$ cat src/rtl/approx_mac_acc.sv
// rtl/approx_mac_acc.sv - approx_9 multiply + LEN-term accumulate, valid/ready in and out.
// Define ACC_SAT_EN to saturate the accumulator on overflow instead of wrapping.
module approx_mac_acc #(
  parameter int ACC_W = 16,
  parameter int LEN   = 16,
  parameter int CNT_W = $clog2(LEN)
) (
  input  logic             clk,
  input  logic             rst_n,
  input  logic             clr,
  input  logic             in_valid,
  output logic             in_ready,
  input  logic [3:0]       in_a,
  input  logic [3:0]       in_b,
  output logic             out_valid,
  input  logic             out_ready,
  output logic [ACC_W-1:0] out_sum,
  output logic             out_ovf
);

  logic [7:0]       p_q, p_d;
  logic             p_vld_q, p_vld_d;
  logic [CNT_W-1:0] cnt_q, cnt_d;
  logic [ACC_W-1:0] acc_q, acc_d;
  logic             ovf_q, ovf_d;
  logic             out_valid_q, out_valid_d;
  logic [ACC_W-1:0] out_sum_q, out_sum_d;
  logic             out_ovf_q, out_ovf_d;

  logic [7:0]       prod;
  logic             accept;
  logic             complete;
  logic [ACC_W:0]   add_w;

  // approx_9: each product column is OR-compressed; the MSB is tied high.
  always_comb begin
    prod = 8'h00;
    for (int i = 0; i < 4; i++) begin
      for (int j = 0; j < 4; j++) begin
        prod[i+j] = prod[i+j] | (in_a[i] & in_b[j]);
      end
    end
    prod[7] = 1'b1;
  end

  assign in_ready = ~clr & (~out_valid_q | out_ready);
  assign accept   = in_valid & in_ready;
  assign add_w    = {1'b0, acc_q} + {1'b0, ACC_W'(p_q)};

  always_comb begin
    p_d         = p_q;
    p_vld_d     = accept;
    cnt_d       = cnt_q;
    acc_d       = acc_q;
    ovf_d       = ovf_q;
    out_valid_d = out_valid_q;
    out_sum_d   = out_sum_q;
    out_ovf_d   = out_ovf_q;
    complete    = 1'b0;

    if (accept) p_d = prod;

    // clr drops the in-flight product along with the partial sum.
    if (clr) begin
      cnt_d = '0;
    end else if (p_vld_q) begin
      if (cnt_q == '0) begin
        acc_d = ACC_W'(p_q);
        ovf_d = 1'b0;
      end else begin
        ovf_d = ovf_q | add_w[ACC_W];
`ifdef ACC_SAT_EN
        acc_d = (ovf_q | add_w[ACC_W]) ? {ACC_W{1'b1}} : add_w[ACC_W-1:0];
`else
        acc_d = add_w[ACC_W-1:0];
`endif
      end
      if (cnt_q == CNT_W'(LEN - 1)) begin
        complete = 1'b1;
        cnt_d    = '0;
      end else begin
        cnt_d = cnt_q + 1'b1;
      end
    end

    if (complete) begin
      out_valid_d = 1'b1;
      out_sum_d   = acc_d;
      out_ovf_d   = ovf_d;
    end else if (out_ready) begin
      out_valid_d = 1'b0;
    end
  end

  always_ff @(posedge clk or negedge rst_n) begin
    if (!rst_n) begin
      p_q         <= '0;
      p_vld_q     <= 1'b0;
      cnt_q       <= '0;
      acc_q       <= '0;
      ovf_q       <= 1'b0;
      out_valid_q <= 1'b0;
      out_sum_q   <= '0;
      out_ovf_q   <= 1'b0;
    end else begin
      p_q         <= p_d;
      p_vld_q     <= p_vld_d;
      cnt_q       <= cnt_d;
      acc_q       <= acc_d;
      ovf_q       <= ovf_d;
      out_valid_q <= out_valid_d;
      out_sum_q   <= out_sum_d;
      out_ovf_q   <= out_ovf_d;
    end
  end

  assign out_valid = out_valid_q;
  assign out_sum   = out_sum_q;
  assign out_ovf   = out_ovf_q;

endmodule
$ cat config.mk
export PLATFORM = sky130hd
export DESIGN_NAME = approx_mac_acc
export DESIGN_NICKNAME = d
export VERILOG_FILES = /design/src/rtl/approx_mac_acc.sv
export SDC_FILE = /design/constraint.sdc
export NUM_CORES = 1
export LEC_CHECK = 0
export BUFFER_PORTS_ARGS = -buffer_cell sky130_fd_sc_hd__buf_2
export CAP_MARGIN = 5
export CORE_MARGIN = 4
export CORE_UTILIZATION = 50
export CTS_BUF_LIST = sky130_fd_sc_hd__clkbuf_2 sky130_fd_sc_hd__clkbuf_4 sky130_fd_sc_hd__clkbuf_8
export DETAILED_ROUTE_END_ITERATION = 8
export PLACE_DENSITY = 0.79
export SLEW_MARGIN = 20
export SYNTH_ARGS = -nofsm -noshare
export SYNTH_HDL_FRONTEND = slang
export SYNTH_SLANG_ARGS = --single-unit
$ cat constraint.sdc
create_clock -name clk -period 7.3 [get_ports clk]
set_clock_uncertainty 0.15 [all_clocks]
set_input_delay 1.095 -clock clk [delete_from_list [all_inputs] [get_ports clk]]
set_output_delay 1.095 -clock clk [all_outputs]
set_load 0.02 [all_outputs]
Word level (Yosys, flattened, before mapping)
Cells that the tools add are included.

cells by class
  equality and inequality tests = 1
  reductions and logical operators = 3
  multiplexer cells = 14
  add/subtract/negate cells = 2
  bitwise operators = 31

operators by type and width
  cell                                         number
  2-to-1 mux 16 bit                            3
  AND 1 bit                                    18
  adder 16 x 8 -> 17 bit                       1
  2-to-1 mux 4 bit                             3
  OR 1 bit                                     11
  2-to-1 mux 1 bit                             8
  adder 4 x 1 -> 4 bit, second input constant  1
  equality test 4 bit, second input constant   1
  zero test 4 bit                              1
  nonzero test 2 bit                           2
  NOT 1 bit                                    2

storage, ports and cells
  word-level logic and storage cells = 59
  bits in registers = 48

Logic depth before layout (Yosys ltp)
  depth in word-level cells = 5
  gate-level depth with buffers = 8

Least setup slack after synthesis
No wires, ideal clock.

  path kind = in2out
  start = input port clr
  end = output port in_ready
  arrival time = 1.634 ns
  stages on the path = 2
  setup slack = 4.421 ns
  path buffers = 1
  cell sequence = clkbuf_1 > a21oi_1

on the way
  cells in the longest elaborated chain, start to end = 2

RTL lines
  item             RTL line  source
  start, declared  10        input logic clr,
  NOT 1 bit        46        assign in_ready = ~clr & (~out_valid_q | out_ready);
  AND 1 bit        46
  end, declared    12        output logic in_ready,

Every way passes these cells.

Final worst setup path
Ends and elaborated chain as after synthesis.

==> metrics.cfg <==
[pwr]
peakVddDrop_v=0.000108
p_sw_mw=0.255
power_density_nw_per_um2=262
power_leakage_nw=1.31
pwr-share-comb_pct=31.0
internal_power_mw=0.478
switching_share_pct=34.8
total_power_mw=0.733
pwr-share-seq_pct=46.3
clockPowerShare_pct=22.7

[grt]
met1_usage_pct=24.3
track_usage_pct=18.0
grt_pass1_vias=1941
grt_remaining_overflow=0
grt_max_degree=49
busiest_layer=met2
grt_use_met3_pct=4.20
antenna_found_initial=0
grtUsageMet2_pct=28.9
grt_pass1_wl_mm=8.88

[floorplan]
coreArea_um2=4790
die_x_um=78.8
dieArea_um2=6210
die_h_um=78.8
rows=25
start_util_pct=52.4
ioPinCount=32

[run_status]
status=finished, final reports clean

[route]
vias=2039
wire_per_inst_um=14.1
dr.pass1.iters=4
drc=0
drtIter0Drc=155
wl_mm=5.12
vias_per_cell=5.63
ant_nets=0

[cells_and_area]
finish.instance_area_um2=2800
layout.area.seq_um2=1200
multi_input_area_um2=1230
drive_gt1_share_pct=14.9
layout.nets=319
area_growth_pct=11.5
layout_common_cells=48 x dfrtp_1, 42 x nand2_1, 30 x buf_2
fin_util_pct=58.4
antenna_cells=0
final_common_cell=dfrtp_1
n_fill_cell=441

[min_path]
hp-start=out_sum[6]$_DFFE_PN0P_
min_to=out_sum[6]$_DFFE_PN0P_
hold_class=flip-flop to flip-flop
holdPathStages=2

[placed_design]
port-buffer-count=31
gp_congestion=0.855
dp.final_hpwl_mm=3.79
place_area_um2=2700

[sta]
finalSetupViolations=0
fin_crit_sh_pct=38.6
rsz0062_at_grt=no
period_minus_slack_ns=2.81
maxSlewHeadroom_pct=49.3
tightest_slew_ns=0.758
fmax_ghz=0.355
hold_viol=0
finalSetupTns_ns=0
report.final.slew_viol_count=0
hold_slack_ns=0.319

[synthesis]
async_flop_share_pct=100
ys.flop_type=dfrtp_1
ys_ff_latch=48
avgSynthCellArea_um2=9.29
ys_warn_count=0
syn_inst=270
yosysSeqAreaShare_pct=47.9
synth_edf_count=0
synth_top_area_share_pct=47.9
synthTopCellsByArea=dfrtp_1 48%, nand2_1 6.3%, ha_1 5.0%
synth.distinct_cells=41
synth_fp_nets=294
yosys.area.top_type=dfrtp_1
syn_area_um2=2510

[clock_network]
htreeDepth=2
cts_resized=0
cts_root_buf=clkbuf_8
numClockSinks=48
clock_path_buffers=2
cts_tree=yes
numCtsBuffers=5
cts_setup_buffers=0
insertion_delay_ns=0.29
cts.clk_slew.worst_paths_ns=0.08
cts_hold_buf=0

[worst_setup_path]
crit_path_max_fanout=9
r2r_slack_ns=4.51
reg2reg_to=out_ovf$_DFFE_PN0P_
crit-reg2reg-launch=p_q[0]$_DFFE_PN0P_
critPathLaunchType=input port
worst_r2r_path_depth=7
crit_required_ns=6.05
end_kind=primary output
path_class=input port to primary output
cp.arrival_ns=1.57

[job]
drv_cap=0

-- kinds of logic (layout without fill, tap and decap cells) --
family                     after synthesis  in the layout  synth area share [%]
AOI/OAI and AO/OA                       70             70                  17.6
xor gates and xnor gates                13             13                  4.54
adders and majority gates               11             11                  5.79
buffers and inverters                   19             44                  3.04
DFF                                     48             48                  47.9
muxes                                    6              6                  2.50
and+or+nand+nor                        103            103                  18.7
-- worst max-delay path by stage --
stage | start | end | cells past startpoint
after global routing | clr | out_sum[8]$_DFFE_PN0P_ | 6
after global placement | clr | out_sum[8]$_DFFE_PN0P_ | 6
after detailed placement | clr | out_sum[8]$_DFFE_PN0P_ | 6
final | clr | in_ready | 3
after floorplan | clr | in_ready | 2
after CTS | clr | in_ready | 3
-- sequential cells by signal (all words and copies together), names as in the netlist --
register	cells
acc_q	16
out_sum	16
p_q	8
cnt_q	4
out_ovf	1
out_valid	1
ovf_q	1
p_vld_q	1
-- synth_stat cells (5+ instances only) --
library cell  instances
a21o_1                7
a21oi_1              17
a31oi_1               6
clkbuf_1              9
dfrtp_1              48
ha_1                 10
inv_1                 5
nand2_1              42
nand3_1              17
nor2_1               21
nor3_1                5
o21ai_0              21
xor2_1                9
-- cell type report --
class                      instances  share of cell area [%]
clock buffer                       7                    3.45
sequential                        48                    43.0
multi-input combinational        203                    44.0
tap                               67                    3.00
timing repair buffer              32                    5.91
inverter                           5                   0.671
-- per-stage QoR --
step / std cells / setup slack [ns]
6_report: 362 / 4.49
5_1_grt: 362 / 4.36
4_1_cts: 362 / 4.48
3_5_place_dp: 355 / 4.36
3_3_place_gp: 355 / 4.43
2_1_floorplan: 270 / 4.42
-- power groups by stage --
stage,Sequential [mW],Combinational (mW),Clock [mW]
final,0.339,0.228,0.166
after global routing,0.345,0.256,0.183
after CTS,0.338,0.227,0.170
after detailed placement,0.343,0.226,0
after global placement,0.342,0.219,0
after floorplan,0.336,0.175,0
-- worst max-delay path: stages --
cell     delay, ns
buf_2         0.15
a21oi_1       0.14
buf_2         0.18
-- layer usage --
metal  routed length [um]  share of wire [%]  vias to the layer above
li1                     -                  -                     1009
met1                 2470                 48                      960
met2                 2300                 45                       63
met3                  283                5.5                        7
met4                   72                1.4                        0
met5                    0                  0                        -
No activity file was read; power rests on OpenSTA's default activity.
